## config.mk

```make
export PLATFORM = sky130hd
export DESIGN_NAME = fir_tdm_core_flat
export DESIGN_NICKNAME = d
export VERILOG_FILES = /design/src/rtl/fir_tdm_if.sv /design/src/rtl/fir_tdm_core.sv /design/src/flat_wrapper.sv
export SDC_FILE = /design/constraint.sdc
export NUM_CORES = 1
export LEC_CHECK = 0
export BUFFER_PORTS_ARGS = -buffer_cell sky130_fd_sc_hd__buf_4
export CORE_MARGIN = 10
export CORE_UTILIZATION = 43
export DETAILED_ROUTE_END_ITERATION = 16
export SETUP_SLACK_MARGIN = 0.2
export SLEW_MARGIN = 20
export SYNTH_ARGS = -nofsm -noshare
export SYNTH_HDL_FRONTEND = slang
export SYNTH_SLANG_ARGS = --single-unit
```

## constraint.sdc

```tcl
create_clock -name clk -period 3.5 [get_ports clk]
set_input_delay 0 -clock clk [delete_from_list [all_inputs] [get_ports clk]]
set_output_delay 0 -clock clk [all_outputs]
set_load 0.005 [all_outputs]
```

## src/rtl/fir_tdm_if.sv

```systemverilog
// ---------------------------------------------------------------------------
// fir_tdm_if
// Handshake and data bundle between a sample/coefficient producer and
// fir_tdm_core.
//
// Signals:
//   x_in       signed input sample (BW_in)
//   x_valid    producer offers x_in
//   x_ready    core accepts x_in on this edge if x_valid is also high
//   coef_in    signed coefficient word (BW_coef)
//   coef_load  shift coef_in into the coefficient register file
//   y_out      signed filtered output (BW_out), held between results
//   y_valid    one-cycle strobe, y_out carries a new result this cycle
//
// Modports:
//   master  producer / consumer side
//   slave   filter core side
// ---------------------------------------------------------------------------
interface fir_tdm_if #(
    parameter int BW_in   = 2,
    parameter int BW_coef = 4,
    parameter int BW_out  = 8
);
    logic signed [BW_in-1:0]   x_in;
    logic                      x_valid;
    logic                      x_ready;
    logic signed [BW_coef-1:0] coef_in;
    logic                      coef_load;
    logic signed [BW_out-1:0]  y_out;
    logic                      y_valid;

    modport master (
        output x_in, x_valid, coef_in, coef_load,
        input  x_ready, y_out, y_valid
    );

    modport slave (
        input  x_in, x_valid, coef_in, coef_load,
        output x_ready, y_out, y_valid
    );
endinterface

```

## src/rtl/fir_tdm_core.sv

```systemverilog
// ---------------------------------------------------------------------------
// fir_tdm_core
// Time-multiplexed signed FIR filter. One multiply-accumulate unit walks all
// N_TAPS taps, one tap per clock, after each accepted sample. Coefficients
// are loaded serially; the result is shifted, saturated and strobed out.
//
// Ports:
//   clk        system clock, rising edge
//   rst        synchronous active-high reset
//   bus        fir_tdm_if.slave: sample in, coefficient load, result out
//   dbg_state  current FSM state (0 = IDLE, 1 = MAC)
//
// Handshake: a sample transfers on a rising edge where x_valid && x_ready.
// x_ready = IDLE && !coef_load; it is not held off by x_valid. An offered
// sample that sees x_ready low is not captured and the producer must keep
// it on x_in. y_valid is a single-cycle strobe with no back-pressure; y_out
// holds its value until the next strobe.
// ---------------------------------------------------------------------------
module fir_tdm_core #(
    parameter int N_TAPS  = 4,
    parameter int BW_in   = 2,
    parameter int BW_coef = 4,
    parameter int BW_out  = 8,
    parameter int SHIFT   = 0
) (
    input  logic       clk,
    input  logic       rst,
    fir_tdm_if.slave   bus,
    output logic       dbg_state
);

    // Wide enough that a full sum of N_TAPS worst-case products never wraps.
    localparam int ACC_W = BW_in + BW_coef + $clog2(N_TAPS);
    localparam int IDX_W = (N_TAPS > 1) ? $clog2(N_TAPS) : 1;

    localparam logic signed [ACC_W-1:0] ONE     = ACC_W'(1);
    // With BW_out == ACC_W the shift lands on the sign bit and the
    // subtraction wraps to the largest positive value, which is intended.
    localparam logic signed [ACC_W-1:0] OUT_MAX = (ONE <<< (BW_out - 1)) - ONE;
    localparam logic signed [ACC_W-1:0] OUT_MIN = -OUT_MAX - ONE;
    localparam logic [IDX_W-1:0]        LAST_IDX = IDX_W'(N_TAPS - 1);

    typedef enum logic {
        IDLE = 1'b0,
        MAC  = 1'b1
    } state_t;

    state_t state;
    state_t state_nx;

    logic signed [BW_in-1:0]   d_line [N_TAPS];
    logic signed [BW_coef-1:0] c_reg  [N_TAPS];
    logic signed [ACC_W-1:0]   acc;
    logic [IDX_W-1:0]          tap_idx;
    logic signed [BW_out-1:0]  y_out_r;
    logic                      y_valid_r;

    logic                      accept;
    logic                      last_tap;
    logic signed [ACC_W-1:0]   c_ext;
    logic signed [ACC_W-1:0]   d_ext;
    logic signed [ACC_W-1:0]   prod;
    logic signed [ACC_W-1:0]   acc_sum;
    logic signed [ACC_W-1:0]   acc_shift;
    logic signed [ACC_W-1:0]   y_clamp;

    assign bus.x_ready = (state == IDLE) && !bus.coef_load;
    assign bus.y_out   = y_out_r;
    assign bus.y_valid = y_valid_r;
    assign dbg_state   = (state == MAC);

    assign accept   = bus.x_valid && bus.x_ready;
    assign last_tap = (tap_idx == LAST_IDX);

    // MAC datapath: operands sign-extended to the accumulator width so the
    // product and running sum stay exact.
    always_comb begin
        c_ext     = ACC_W'(c_reg[tap_idx]);
        d_ext     = ACC_W'(d_line[tap_idx]);
        prod      = c_ext * d_ext;
        acc_sum   = acc + prod;
        acc_shift = acc_sum >>> SHIFT;
        y_clamp   = acc_shift;
        if (acc_shift > OUT_MAX) begin
            y_clamp = OUT_MAX;
        end else if (acc_shift < OUT_MIN) begin
            y_clamp = OUT_MIN;
        end
    end

    // FSM state register
    always_ff @(posedge clk) begin
        if (rst) begin
            state <= IDLE;
        end else begin
            state <= state_nx;
        end
    end

    // FSM next state
    always_comb begin
        state_nx = state;
        unique case (state)
            IDLE: if (accept)   state_nx = MAC;
            MAC:  if (last_tap) state_nx = IDLE;
            default: state_nx = IDLE;
        endcase
    end

    // Delay line, coefficient file, accumulator and output register
    always_ff @(posedge clk) begin
        if (rst) begin
            for (int k = 0; k < N_TAPS; k++) begin
                d_line[k] <= '0;
                c_reg[k]  <= '0;
            end
            acc       <= '0;
            tap_idx   <= '0;
            y_out_r   <= '0;
            y_valid_r <= 1'b0;
        end else begin
            y_valid_r <= 1'b0;
            if (state == IDLE) begin
                // coef_load has priority: it also forces x_ready low, so
                // accept and a coefficient shift never coincide.
                if (bus.coef_load) begin
                    for (int k = 0; k < N_TAPS - 1; k++) begin
                        c_reg[k] <= c_reg[k+1];
                    end
                    c_reg[N_TAPS-1] <= bus.coef_in;
                end
                if (accept) begin
                    for (int k = N_TAPS - 1; k > 0; k--) begin
                        d_line[k] <= d_line[k-1];
                    end
                    d_line[0] <= bus.x_in;
                    acc       <= '0;
                    tap_idx   <= '0;
                end
            end else begin
                acc     <= acc_sum;
                tap_idx <= tap_idx + 1'b1;
                if (last_tap) begin
                    tap_idx   <= '0;
                    y_out_r   <= y_clamp[BW_out-1:0];
                    y_valid_r <= 1'b1;
                end
            end
        end
    end

endmodule

```

## src/flat_wrapper.sv

```systemverilog
// flat-port wrapper written by rule: the top's interface ports become plain ports
module fir_tdm_core_flat 
#(
    parameter int N_TAPS  = 4,
    parameter int BW_in   = 2,
    parameter int BW_coef = 4,
    parameter int BW_out  = 8,
    parameter int SHIFT   = 0
)
  (clk, rst, dbg_state, bus_x_in, bus_x_valid, bus_coef_in, bus_coef_load, bus_x_ready, bus_y_out, bus_y_valid);
  fir_tdm_if #(.BW_in(BW_in), .BW_coef(BW_coef), .BW_out(BW_out)) bus_i ();
  input  logic clk;
  input  logic rst;
  output logic dbg_state;
  input wire logic [$bits(bus_i.x_in)-1:0] bus_x_in;
  input wire logic [$bits(bus_i.x_valid)-1:0] bus_x_valid;
  input wire logic [$bits(bus_i.coef_in)-1:0] bus_coef_in;
  input wire logic [$bits(bus_i.coef_load)-1:0] bus_coef_load;
  output wire logic [$bits(bus_i.x_ready)-1:0] bus_x_ready;
  output wire logic [$bits(bus_i.y_out)-1:0] bus_y_out;
  output wire logic [$bits(bus_i.y_valid)-1:0] bus_y_valid;
  assign bus_i.x_in = bus_x_in;
  assign bus_i.x_valid = bus_x_valid;
  assign bus_i.coef_in = bus_coef_in;
  assign bus_i.coef_load = bus_coef_load;
  assign bus_x_ready = bus_i.x_ready;
  assign bus_y_out = bus_i.y_out;
  assign bus_y_valid = bus_i.y_valid;
  fir_tdm_core #(.N_TAPS(N_TAPS), .BW_in(BW_in), .BW_coef(BW_coef), .BW_out(BW_out), .SHIFT(SHIFT)) u_core (.clk(clk), .rst(rst), .bus(bus_i), .dbg_state(dbg_state));
endmodule
```

# Yosys cells after proc, flatten, opt, wreduce, memory -nomap -nowiden
# Memory sizes are Yosys's and may differ from the RTL's. A register that Yosys moved wholly into a read port is not among the register bits.
# Index checks and enable logic that the tools add are counted.
# W data, S select, Z words.
# classes
n_reduce_logical	6
n_eq_ne	1
order_cmp	2
bitwise_logic	9
muxes	32
n_addsub	2
n_mul	1
shifts	0
n_div	0
# ops
op	count
$mux W8	4
$mux W2	11
$mux W4	4
$mux W1	12
$add A8 B8 Y8	1
$gt A8 B8 Y1 const B	1
$lt A8 B8 Y1 const B	1
$or A1 B1 Y1	8
$mul A4 B2 Y6	1
$add A2 B1 Y2 const B	1
$eq A2 B2 Y1 const B	1
$logic_and A1 B1 Y1	2
$pmux W1 S2	1
$reduce_and A2 Y1	1
$reduce_bool A2 Y1	1
$reduce_or A2 Y1	1
$logic_not A1 Y1	1
$not A1 Y1	1
# word_totals
input_bits	10
out_inout_bits	11
mem_bits_ro	0
latch_bits	0
ram_bits	24
n_memories	2
ff_bits	20
wordCells	60
# memory_table
memory	words	width	rd	rd_ports_with_merged_regs	write_ports	line_no	rtl
u_core.c_reg	4	4	4	1	4	fir_tdm_core.sv:52	logic signed [BW_coef-1:0] c_reg [N_TAPS];
u_core.d_line	4	2	4	1	4	fir_tdm_core.sv:51	logic signed [BW_in-1:0] d_line [N_TAPS];

# Depth between registers and ports, before layout
# logic_depth
word_depth	8
mapped_depth	15
ltp_nobuf	14

# Least setup slack after synthesis
# Ideal clock, no wire load.
# synth_path
path_kind	reg-to-reg
start	register with a tool-made name
end	register u_core.acc[6]
period_less_slack_ns	3.389
setup_ns	0.084
n_path_buf	1
setup_slack_ns	0.111
t_required_ns	3.416
stages_incl_launch_ff	13
arrival_time_ns	3.305
cell_sequence	dfxtp_1 buf_2 mux4_2 nand2b_1 fa_1 inv_1 ha_1 fa_1 ha_1 o21a_1 o211a_1 o31a_1 o31ai_2
# synth_lines
element	line_no	rtl
end signal: assignment	fir_tdm_core.sv:141	acc <= acc_sum;
end: declaration	fir_tdm_core.sv:53	logic signed [ACC_W-1:0] acc;

==> results.md <==
- Status: complete, no violations
- Die W: 93.1 um
- Worst EP arrival: 3570 ps
- Final Hold Vio Count: 0
- Critical path class: register to register
- Clock Skew: 4.29 ps
- Clock Sink Count: 46
- Leakage: 1.20 nW
- Synth Cell Area: 2300 sq um
- Register area share after synthesis: 50.5%
- GR Overflow Total: 0
- Final WS setup: 144 ps
- Critical Path RT: 3720 ps
- Fin cells: 306
- Fmax: 298 MHz
- Flop pwr share: 46.1%
- Critical-path top delay cell: mux4_2
- Slowest Stage Delay on Critical Path: 510 ps
- First-pass GRT wire length: 7760 um
- Post-Route WL: 4680 um
- I/O pin count: 21
- Sw Pwr: 0.322 mW
- Register bit count reported by yosys: 46
- Reg clk slew, reported paths: 80 ps
- Post-DP HPWL: 3460 um
- Worst hold path type: input port to register
- Syn nets: 225
- Tot GR Track Use: 11.1%
- Syn-to-layout area delta: 28.9%
- Launching element type of the critical path: register
- Top_reg_cell synth: edfxtp_1
- Die area: 8670 sq um
- IO Port Bufs: 20
- Number of nets in the layout: 262
- Vias/cell: 5.16
- Logic pwr share: 19.8%
- Num CTS Buffers: 5
- Average size of a mapped cell: 11.6 sq um
- PwrDens: 453 nW/um^2
- Die height: 93.1 um
- Worst-margin pin slew: 707 ps
- CTS tree: built
- Post-synth top area cell: edfxtp_1
- Initial Util: 44.7%
- Maximum VDD drop: 0.000295 V
- Largest net degree at the start of global routing: 17
- Vias in the first global route: 1,646
- Share of post-route cells with drive strength above 1: 31.4%
- Fillers: 463
- RSZ-0062 raised after global routing: yes
- Core footprint: 5140 sq um
- CP cell instances: buf_6 > mux4_2 > nand2b_4 > fa_2 > inv_2 > ha_4 > fa_2 > ha_4 > o21a_1 > o211a_1 > o31a_1 > o31ai_2
- TritonRoute pass-1 iters: 6
- Int Pwr: 1.02 mW
- Final RePlAce weighted congestion: 0.811
- Synth async-reset ratio: 0%
- Diodes inserted: 0
- CTS max path bufs: 2
- DRC Markers: 0
- Relative max-transition margin: 52.5%
- Synth unique cells: 37
- Top-count cell post-synth: and2_1
- Post-layout util: 57.6%
- Wire per inst: 15.3 um
- Ranking of synthesized cells by instance count: 28 x and2_1, 24 x edfxtp_1, 22 x dfxtp_1, 16 x nand2_1, 14 x ha_1
- Final period util: 95.9%
- Insertion delay to the later sink of the worst-skew pair: 290 ps
- Syn Inst Count: 198
- Iteration-0 DRC Markers: 78
- Post-layout minimum cycle time: 3360 ps
- CTS HTree Levels: 2
- Cell Rows: 26
- Pwr Total: 1.34 mW
- # setup viols final: 0
- Largest register FFs: 16
- Placed Cells: 284
- Clk pwr share: 34.1%
- Crit. End Element: register
- ANT nets after route: 0
- Max-slew violations: 0
- Top area cells in the synthesized netlist: edfxtp_1 31%, dfxtp_1 19%, and2_1 7.6%
- Yosys warnings: 0
- Max-Cap Viols: 0
- Worst reg-to-reg setup slack: 140 ps
- EDFF count, synth: 24
- Initial antenna violation count: 0
- Crit path max fanout: 4
- Clk root buf: clkbuf_8
- Via Count: 1,580
- Final TNS setup: 0 ps
- Switch share: 24.0%
- Worst slack, placed: -56.0 ps
- Top cell type's share of synthesized area: 31.4%
-- cells in the final DEF (no fill, tap or decap), types with 4 or more instances in the layout --
cell / synthesis / layout
o21ai_1: 1 / 4
buf_6: 0 / 4
a22o_1: 5 / 5
and2_1: 28 / 27
nor2_1: 9 / 6
buf_4: 0 / 27
mux4_2: 6 / 6
nand2_1: 16 / 15
dlygate4sd3_1: 0 / 6
a21oi_1: 8 / 6
clkbuf_8: 0 / 5
inv_1: 8 / 6
edfxtp_1: 24 / 24
ha_4: 0 / 6
ha_1: 14 / 7
dfxtp_1: 22 / 21
-- area by class of cell --
cell class / count / area [sq um] / area share (%)
repair buffers: 37 / 308 / 10.4
inverters: 8 / 30.0 / 1.01
well taps: 70 / 87.6 / 2.96
flip-flops and latches: 46 / 1160 / 39.3
multi-input cells: 137 / 1240 / 41.9
clock buffers: 5 / 68.8 / 2.32
clock inverters: 3 / 63.8 / 2.16
-- critical path: cells and delay by family (launching register included) --
kind	cells	cell delay, ps
simple gates	1	160
buf+inv	2	200
compound gates	4	880
flops	1	350
mux	1	510
fa+ha+maj	4	1180
-- routing by layer --
layer,part of all wire [%],GRT usage [%]
met4,2.1,4.37
met2,50,18.6
met1,44,13.4
met3,2.9,2.88
met5,0,0
-- power groups by stage --
stage | combinational, mW | sequential [mW] | clock [mW]
floorplan | 0.155 | 0.621 | 0
global placement | 0.196 | 0.627 | 0
detailed placement | 0.201 | 0.629 | 0
CTS | 0.240 | 0.617 | 0.471
global route | 0.291 | 0.622 | 0.488
finish | 0.266 | 0.618 | 0.457
-- through the flow --
stage / cell area, sq um / hold WS, ps
after global placement: 2540 / 250
after floorplan: 2320 / 26.9
after detailed placement: 2540 / 254
after global routing: 2960 / 6.26
final: 2960 / 11.1
after CTS: 2860 / 9.24
-- cell families (layout without fill, tap and decap cells) --
kind of cell | count (synthesis) | count (layout) | synth area share [%]
adders and majority gates | 17 | 17 | 10.2
DFF | 46 | 46 | 50.5
buffers and inverters | 15 | 53 | 2.56
AOI/OAI and AO/OA | 36 | 36 | 10.8
and+or+nand+nor | 71 | 71 | 16.7
xor gates and xnor gates | 7 | 7 | 3.27
muxes | 6 | 6 | 5.88
-- worst paths after layout --
kind | startpoint | endpoint | cells after the start
setup / recovery | register | u_core.acc[6] | 12
hold / removal | bus_coef_in[3] | u_core.c_reg[3][3] | 2
setup reg to reg | register | u_core.acc[6] | 12
hold reg to reg | u_core.bus.y_out[2] | u_core.bus.y_out[2] | 2
-- timing repair --
| action | 4_1_cts | 5_1_grt |
|---|---|---|
| pin swaps | 18 | 16 |
| hold buffers | 6 | 0 |
| setup endpoints to repair | 8 | 8 |
| hold endpoints to repair | 14 | 0 |
| buffers inserted | 6 | 2 |
| resized for setup | 21 | 15 |
No activity file was read; power rests on OpenSTA's default activity.
